`config.mk`:
```
export PLATFORM = sky130hd
export DESIGN_NAME = pipe_hazard_ctrl
export DESIGN_NICKNAME = d
export VERILOG_FILES = /design/src/rtl/pipe_hazard_ctrl_pkg.sv /design/src/rtl/pipe_hazard_ctrl_haz_load_use_det.sv /design/src/rtl/pipe_hazard_ctrl.sv
export SDC_FILE = /design/constraint.sdc
export NUM_CORES = 1
export LEC_CHECK = 0
export CAP_MARGIN = 20
export CORE_UTILIZATION = 35
export CTS_BUF_LIST = sky130_fd_sc_hd__clkbuf_16
export DETAILED_ROUTE_END_ITERATION = 7
export MAX_ROUTING_LAYER = met4
export PLACE_DENSITY = 0.84
export SLEW_MARGIN = 15
export SYNTH_ARGS = -nofsm -noshare
export SYNTH_HDL_FRONTEND = slang
export SYNTH_SLANG_ARGS = --single-unit
```
`constraint.sdc`:
```
create_clock -name clk -period 2.43 [get_ports clk]
set_clock_uncertainty 0.05 [all_clocks]
set_input_delay 0.729 -clock clk [delete_from_list [all_inputs] [get_ports clk]]
set_output_delay 0.729 -clock clk [all_outputs]
set_load 0.05 [all_outputs]
```
`src/rtl/pipe_hazard_ctrl_pkg.sv`:
```
`default_nettype none
// +----------------------------------------------------------------------------+
// | pipe_hazard_ctrl_pkg : shared pipeline types and constants for the hazard  |
// |                        sequencer (state encoding, control-field layout)    |
// | Rev 1.0                                                                    |
// +----------------------------------------------------------------------------+
package pipe_hazard_ctrl_pkg;

  typedef enum logic [1:0] {
    ST_RUN      = 2'd0,
    ST_FLUSH    = 2'd1,
    ST_MEM_WAIT = 2'd2,
    ST_HALT     = 2'd3
  } haz_state_t;

  localparam logic [4:0] REG_ZERO = 5'd0;

  localparam int WB_W = 2;
  localparam int M_W  = 3;
  localparam int EX_W = 4;

  // M field layout is {branch, memread, memwrite}
  localparam int M_MEMREAD_BIT = 1;

  // A source register conflicts with a load destination only when it is not $0
  function automatic logic reg_conflict(input logic [4:0] dst, input logic [4:0] src);
    return (dst != REG_ZERO) && (dst == src);
  endfunction

  function automatic logic m_memread(input logic [M_W-1:0] m_field);
    return m_field[M_MEMREAD_BIT];
  endfunction

endpackage
`default_nettype wire

```
`src/rtl/pipe_hazard_ctrl_haz_load_use_det.sv`:
```
`default_nettype none
// +----------------------------------------------------------------------------+
// | haz_load_use_det : combinational load-use compare of the EX load target    |
// |                    against the ID source registers ($0 never conflicts)    |
// | Rev 1.0                                                                    |
// +----------------------------------------------------------------------------+
module haz_load_use_det
  import pipe_hazard_ctrl_pkg::*;
(
  input  logic       idex_memread,
  input  logic [4:0] idex_rt,
  input  logic [4:0] ifid_rs,
  input  logic [4:0] ifid_rt,
  input  logic       ifid_uses_rt,
  output logic       hazard
);

  logic w_rs_hit;
  logic w_rt_hit;

  assign w_rs_hit = reg_conflict(idex_rt, ifid_rs);
  assign w_rt_hit = ifid_uses_rt && reg_conflict(idex_rt, ifid_rt);
  assign hazard   = idex_memread && (w_rs_hit || w_rt_hit);

endmodule
`default_nettype wire

```
`src/rtl/pipe_hazard_ctrl.sv`:
```
`default_nettype none
// +----------------------------------------------------------------------------+
// | pipe_hazard_ctrl : stall/flush/freeze sequencer for the 5-stage pipeline   |
// | Optional macro HAZ_PERF_CNT_EN adds saturating performance counters.       |
// | Rev 1.0                                                                    |
// +----------------------------------------------------------------------------+
module pipe_hazard_ctrl
  import pipe_hazard_ctrl_pkg::*;
#(
  parameter int MEM_WAIT_MAX = 16,
  parameter int WAIT_W       = 5
) (
  input  logic       clk,
  input  logic       rst,
  input  logic       idex_memread,
  input  logic [4:0] idex_rt,
  input  logic [4:0] ifid_rs,
  input  logic [4:0] ifid_rt,
  input  logic       ifid_uses_rt,
  input  logic       branch_taken,
  input  logic       dmem_req,
  input  logic       dmem_ready,
  output logic       pc_write,
  output logic       ifid_write,
  output logic       ifid_flush,
  output logic       idex_write,
  output logic       idex_bubble,
  output logic       exmem_write,
  output logic       exmem_flush,
  output logic       mem_timeout
`ifdef HAZ_PERF_CNT_EN
  ,
  output logic [31:0] perf_lu_stalls,
  output logic [31:0] perf_flushes,
  output logic [31:0] perf_mem_wait_cycles
`endif
);

  haz_state_t        r_state;
  haz_state_t        w_state_nxt;
  logic [WAIT_W-1:0] r_wait_cnt;
  logic [WAIT_W-1:0] w_wait_cnt_nxt;
  logic [WAIT_W-1:0] w_wait_cnt_inc;
  logic              r_timeout;
  logic              w_timeout_nxt;
  logic              w_lu_hit;

  haz_load_use_det u_lu_det (
    .idex_memread (idex_memread),
    .idex_rt      (idex_rt),
    .ifid_rs      (ifid_rs),
    .ifid_rt      (ifid_rt),
    .ifid_uses_rt (ifid_uses_rt),
    .hazard       (w_lu_hit)
  );

  assign w_wait_cnt_inc = r_wait_cnt + WAIT_W'(1);
  assign mem_timeout    = r_timeout;

  always_ff @(posedge clk or posedge rst) begin
    if (rst) begin
      r_state    <= ST_RUN;
      r_wait_cnt <= '0;
      r_timeout  <= 1'b0;
    end else begin
      r_state    <= w_state_nxt;
      r_wait_cnt <= w_wait_cnt_nxt;
      r_timeout  <= w_timeout_nxt;
    end
  end

  always_comb begin
    w_state_nxt    = r_state;
    w_wait_cnt_nxt = r_wait_cnt;
    w_timeout_nxt  = r_timeout;
    pc_write       = 1'b1;
    ifid_write     = 1'b1;
    ifid_flush     = 1'b0;
    idex_write     = 1'b1;
    idex_bubble    = 1'b0;
    exmem_write    = 1'b1;
    exmem_flush    = 1'b0;

    case (r_state)
      ST_RUN, ST_FLUSH: begin
        if (dmem_req && !dmem_ready) begin
          {pc_write, ifid_write, idex_write, exmem_write} = 4'b0000;
          w_state_nxt    = ST_MEM_WAIT;
          w_wait_cnt_nxt = WAIT_W'(1);
        end else if (branch_taken) begin
          ifid_flush  = 1'b1;
          idex_bubble = 1'b1;
          exmem_flush = 1'b1;
          w_state_nxt = ST_FLUSH;
        end else begin
          // the ID slot after a flush holds a NOP, so no load-use there
          if (r_state == ST_RUN && w_lu_hit) begin
            pc_write    = 1'b0;
            ifid_write  = 1'b0;
            idex_bubble = 1'b1;
          end
          w_state_nxt = ST_RUN;
        end
      end
      ST_MEM_WAIT: begin
        if (!dmem_ready) begin
          {pc_write, ifid_write, idex_write, exmem_write} = 4'b0000;
          w_wait_cnt_nxt = w_wait_cnt_inc;
          if (w_wait_cnt_inc >= WAIT_W'(MEM_WAIT_MAX)) begin
            w_state_nxt   = ST_HALT;
            w_timeout_nxt = 1'b1;
          end
        end else begin
          w_wait_cnt_nxt = '0;
          if (branch_taken) begin
            ifid_flush  = 1'b1;
            idex_bubble = 1'b1;
            exmem_flush = 1'b1;
            w_state_nxt = ST_FLUSH;
          end else begin
            w_state_nxt = ST_RUN;
          end
        end
      end
      ST_HALT: begin
        {pc_write, ifid_write, idex_write, exmem_write} = 4'b0000;
      end
      default: begin
        w_state_nxt = ST_RUN;
      end
    endcase

    if (rst) begin
      {pc_write, ifid_write, ifid_flush, idex_write} = 4'b0000;
      {idex_bubble, exmem_write, exmem_flush}        = 3'b000;
    end
  end

`ifdef HAZ_PERF_CNT_EN
  logic w_ev_lu;
  logic w_ev_flush;
  logic w_ev_wait;

  // stall is the only case with a bubble while IF/ID holds
  assign w_ev_lu    = idex_bubble && !ifid_write;
  assign w_ev_flush = ifid_flush;
  assign w_ev_wait  = (r_state == ST_MEM_WAIT) && !dmem_ready;

  always_ff @(posedge clk or posedge rst) begin
    if (rst) begin
      perf_lu_stalls       <= '0;
      perf_flushes         <= '0;
      perf_mem_wait_cycles <= '0;
    end else begin
      if (w_ev_lu && (perf_lu_stalls != 32'hFFFF_FFFF))
        perf_lu_stalls <= perf_lu_stalls + 32'd1;
      if (w_ev_flush && (perf_flushes != 32'hFFFF_FFFF))
        perf_flushes <= perf_flushes + 32'd1;
      if (w_ev_wait && (perf_mem_wait_cycles != 32'hFFFF_FFFF))
        perf_mem_wait_cycles <= perf_mem_wait_cycles + 32'd1;
    end
  end
`endif

endmodule
`default_nettype wire

```
==> After elaboration in Yosys (flattened, before gate mapping) <==
Cells that the tools add are included.
{ "word_totals": {"latch_bits": 0, "word_cells": 55, "ram_bits": 0, "regBits": 8, "out_inout_bits": 8, "mem_bits_ro": 0, "n_memories": 0, "input_bits": 22} }
{ "op_classes": {"n_reduce_logical": 15, "bitwise": 1, "shifts": 0, "multipliers": 0, "n_mux": 27, "eq_ne": 7, "order_cmp": 1, "div_mod_pow": 0, "addsub": 1} }
{ "op_table": {"columns": ["cell", "n"], "rows": [
  ["$mux W1", 16],
  ["$eq A5 B5 Y1", 2],
  ["$mux W5", 2],
  ["$pmux W5 S2", 1],
  ["$logic_and A1 B1 Y1", 6],
  ["$mux W2", 3],
  ["$pmux W1 S3", 2],
  ["$add A5 B1 Y5 const B", 1],
  ["$ge A5 B5 Y1 const B", 1],
  ["$reduce_bool A5 Y1", 1],
  ["$eq A2 B2 Y1 const B", 2],
  ["$pmux W1 S2", 2],
  ["$pmux W2 S2", 1],
  ["$reduce_and A2 Y1", 2],
  ["$ne A3 B3 Y1 const B", 1],
  ["$reduce_and A3 Y1", 1],
  ["$eq A2 B1 Y1 const B", 1],
  ["$logic_not A2 Y1", 1],
  ["$ne A2 B2 Y1 const B", 1],
  ["$reduce_bool A2 Y1", 1],
  ["$reduce_or A2 Y1", 1],
  ["$logic_not A1 Y1", 1],
  ["$logic_or A1 B1 Y1", 1],
  ["$not A1 Y1", 1]
]} }

==> Logic depth before layout (Yosys ltp) <==
{ "depth": {"word_depth": 11, "mapped_depth": 6} }

==> By module <==
Synthesis repeated with hierarchy kept, for this count alone.
{ "hier_totals": {"cells_unflattened": 73, "hier_area_um2": 665.6} }
{ "modules_own_cells": {"columns": ["module", "instances", "area_each_um2", "cells_per_inst"], "rows": [
  ["pipe_hazard_ctrl", 1, 533.0, 56],
  ["haz_load_use_det", 1, 132.6, 17]
]} }

==> Least setup slack after synthesis <==
No wires, ideal clock.
{ "synth_path": {"path_type": "input to output", "from": "in idex_rt[4]", "to": "out idex_bubble", "t_arrival_ns": 2.503, "path_stages": 4, "path_slack_ns": -0.852, "cell_sequence": "xor2_1 > nor4_1 > a32oi_1 > o31ai_1"} }
{ "synth_between": {"elab_chain_len": 11} }
{ "synth_lines": {"columns": ["element", "line_no", "rtl"], "rows": [
  ["start, declared", "pipe_hazard_ctrl.sv:16", "input logic [4:0] idex_rt,"],
  ["$eq A5 B5 Y1 or $reduce_bool A5 Y1 (tied branches)", "pipe_hazard_ctrl_pkg.sv:27", "return (dst != REG_ZERO) && (dst == src);"],
  ["$logic_and A1 B1 Y1", "pipe_hazard_ctrl_pkg.sv:27", null],
  ["$logic_and A1 B1 Y1", "pipe_hazard_ctrl_haz_load_use_det.sv:22", "assign w_rt_hit = ifid_uses_rt && reg_conflict(idex_rt, ifid_rt);"],
  ["$logic_or A1 B1 Y1 (*)", "pipe_hazard_ctrl_haz_load_use_det.sv:23", "assign hazard = idex_memread && (w_rs_hit || w_rt_hit);"],
  ["$logic_and A1 B1 Y1 (*)", "pipe_hazard_ctrl_haz_load_use_det.sv:23", null],
  ["$logic_and A1 B1 Y1 (*)", "pipe_hazard_ctrl.sv:97", "if (r_state == ST_RUN && w_lu_hit) begin"],
  ["$mux W1 (*)", "pipe_hazard_ctrl.sv:97", null],
  ["$mux W1 (*)", "pipe_hazard_ctrl.sv:90", "end else if (branch_taken) begin"],
  ["$mux W1 (*)", "pipe_hazard_ctrl.sv:86", "if (dmem_req && !dmem_ready) begin"],
  ["$pmux W1 S2 (*)", "pipe_hazard_ctrl.sv:84", "case (r_state)"],
  ["$mux W1 (*)", "pipe_hazard_ctrl.sv:133", "if (rst) begin"],
  ["end, declared", "pipe_hazard_ctrl.sv:27", "output logic idex_bubble,"]
]} }
Every way passes the cells marked *; elsewhere a longest branch is shown, timed or not.

==> Final worst setup path <==
{ "layout_path": {"from": "in idex_rt[2]", "to": "out idex_bubble"} }
Same word-level chain as after synthesis.

==> impl_metrics.tcl <==
set metrics [dict create \
    outcome "complete, but fails checks" \
    violations "setup timing" \
    fin_crit_sh_pct 116 \
    start_kind "input pin" \
    fill_cells 94 \
    crit_family "compound AO/OA/AOI/OAI gates" \
    p_comb_share_pct 43.3 \
    fmax_mhz 354 \
    synth_seq_cells 8 \
    layout_common_cells "buf_4, xor2_1, dlygate4sd2_1" \
    root_buffer "clkbuf_16" \
    grt-ovfl-total 0 \
    cts_buffers 3 \
    grt_pass1_wl_mm 3.71 \
    drive_gt1_share_pct 47.0 \
    htree_levels 1 \
    critPathMaxStageDelay_ns 0.32 \
    hpwl_mm 1.74 \
    multi_input_area_um2 488 \
    required_ns 1.65 \
    power.density_nw_per_um2 662 \
    path_clk_slew_ns 0.04 \
    dpl_cell_area_um2 1150 \
    grt_pass1_vias 793 \
    worst_pin_slew_ns 0.504 \
    wl_mm 2.35 \
    leakagePower_nw 0.587 \
    mostFrequentLayoutCell "buf_4" \
    hold_violations 0 \
    ir_drop_mv 0.602 \
    synth_cells 72 \
    dieHeight_um 44.2 \
    swShare_pct 35.1 \
    cts_tree "done" \
    p_int_uw 548 \
    finalNetCount 142 \
    pwr-share-seq_pct 24.0 \
    whs_ns 0.403 \
    areaGrowthSynthToFinish_pct 104 \
    crit_chain "buf_8 > buf_6 > xor2_4 > nor4_4 > a32oi_2 > o31ai_4 > buf_12" \
    cts_max_path_buffers 2 \
    yosysTopAreaCell "dfrtp_1" \
    drc 0 \
    synth_seq_area_share_pct 32.1 \
    worst_setup_path_end_kind "output port" \
    design_area_um2 1270 \
    antenna_found_initial 0 \
    crit_arrival_ns 2.04 \
    cp_max_fo 3 \
    cap_violations 0 \
    crit_slowest_cell "o31ai_4" \
    p_switching_uw 296 \
    die_area_um2 1960 \
    vias_per_cell 5.50 \
    worstHoldPathType "register to register" \
    die_w_um 44.2 \
    grt_usage_pct 27.5 \
    cts_sinks 8 \
    grt_start_max_net_pins 12 \
    ys_types 27 \
    syn_nets 95 \
    postRouteAntennaNets 0 \
    antenna_cells 0 \
    ys_warn_count 0 \
    wl_per_cell_um 17.6 \
    port_buffers 29 \
    slew_headroom_pct 66.3 \
    drv_slew 0 \
    start_util_pct 39.6 \
    crit_type "input pin to output port" \
    rsz0062_at_grt "yes" \
    synth_top_area_share_pct 32.1 \
    core_um2 1580 \
    path_buf_inv 3 \
    drt-initial-drc-count 18 \
    rows 14 \
    io-pin-count 30 \
    layout_min_cycle_time_ns 2.82 \
    setup-violations-final 3 \
    clk_latency_ns 0.23 \
    gp_congestion 0.764 \
    synth_area_um2 624 \
    setup_ws_ns -0.391 \
    drt_first_pass_iters 6 \
    register_area_um2 200 \
    clockPowerShare_pct 32.6 \
    netlist_top_cells_area "dfrtp_1, xor2_1, a22o_1, buf_4, nand2_1" \
    dpl_worst_slack_ns -0.776 \
    avgSynthCellArea_um2 8.67 \
    vias 732 \
]
power by group through the flow:
stage               Sequential [mW]  Combinational (mW)  Clock (mW)
finish                        0.203               0.366       0.275
global route                  0.205               0.390       0.287
CTS                           0.201               0.356       0.277
detailed placement            0.200               0.352           0
global placement              0.194               0.334           0
floorplan                     0.191               0.201           0
worst register-to-register path, stage by stage, from the launching register on:
cell     delay (ns)
dfrtp_1        0.44
ha_1           0.26
nand3_1        0.10
xor2_1         0.25
o21ai_0        0.11
a22o_1         0.20
cell usage after synthesis:
cell	number
xor2_1	11
a21o_1	1
o21a_1	1
dfrtp_1	8
nor4_1	1
nor3_1	3
o211ai_2	1
a32oi_1	1
o21ai_0	4
buf_2	3
a21oi_1	1
nand4_1	1
o31ai_1	2
o21bai_1	1
inv_1	5
a311o_2	1
nand3_1	2
a22oi_1	1
buf_4	3
a22o_1	6
ha_1	1
nor2_1	4
xnor2_1	1
and3_1	1
nand2_1	6
or4_1	1
a31oi_1	1
through the flow:
stage | cells | utilization [%] | power [mW] | setup TNS, ns
2_1_floorplan | 72 | - | 0.392 | -1.03
3_3_place_gp | 126 | 72.9 | 0.528 | -3.21
3_5_place_dp | 126 | 72.9 | 0.552 | -3.37
4_1_cts | 133 | 79.6 | 0.834 | -1.07
5_1_grt | 133 | 80.9 | 0.882 | -1.21
6_report | 133 | 80.9 | 0.844 | -1.08
layout make-up:
type | count | area share, %
inverter | 5 | 2.06
tap | 16 | 1.57
sequential | 8 | 15.7
clock buffer | 3 | 5.89
timing repair buffer | 48 | 36.5
multi-input combinational | 53 | 38.3
cells by family after synthesis:
group                    Yosys count  share of synthesized area, %
AO/OA/AOI/OAI                     21                          25.9
AND/OR/NAND/NOR                   19                          14.2
XOR/XNOR                          12                          16.8
buffers and inverters             11                          9.02
flip-flops                         8                          32.1
adder cells (fa/ha/maj)            1                          2.00
registers in the layout (all words and copies together) (netlist names):
name         flops
mem_timeout      1
r_state          2
r_wait_cnt       5
final timing paths:
| kind | slack [ns] | cells past startpoint | from | to |
|---|---|---|---|---|
| setup / recovery | -0.39 | 7 | idex_rt[2] | idex_bubble |
| hold / removal | 0.40 | 1 | mem_timeout | mem_timeout |
| setup reg to reg | 0.90 | 5 | r_wait_cnt[0] | r_state[0] |
| hold reg to reg | 0.40 | 1 | mem_timeout | mem_timeout |
| max in group asynchronous | 1.58 | 5 | rst | r_wait_cnt[1] |
| min in group asynchronous | 0.63 | 5 | rst | r_wait_cnt[0] |
metal layers:
layer | share of wire, % | track usage, % | wire length [µm]
met1 | 38 | 29.7 | 901
met2 | 52 | 46.5 | 1220
met3 | 5.3 | 5.31 | 124
met4 | 4.2 | 16.4 | 99
met5 | 0 | - | 0
repair_timing:
| item | CTS | global route |
|---|---|---|
| buffers inserted | 4 | 0 |
| setup endpoints to repair | 7 | 5 |
| pin swaps | 16 | 6 |
| hold endpoints to repair | 0 | 0 |
| hold buffers | 0 | 0 |
| cloned | 0 | 0 |
| gates resized for setup | 51 | 8 |
Power figures use the tool's default switching activity.
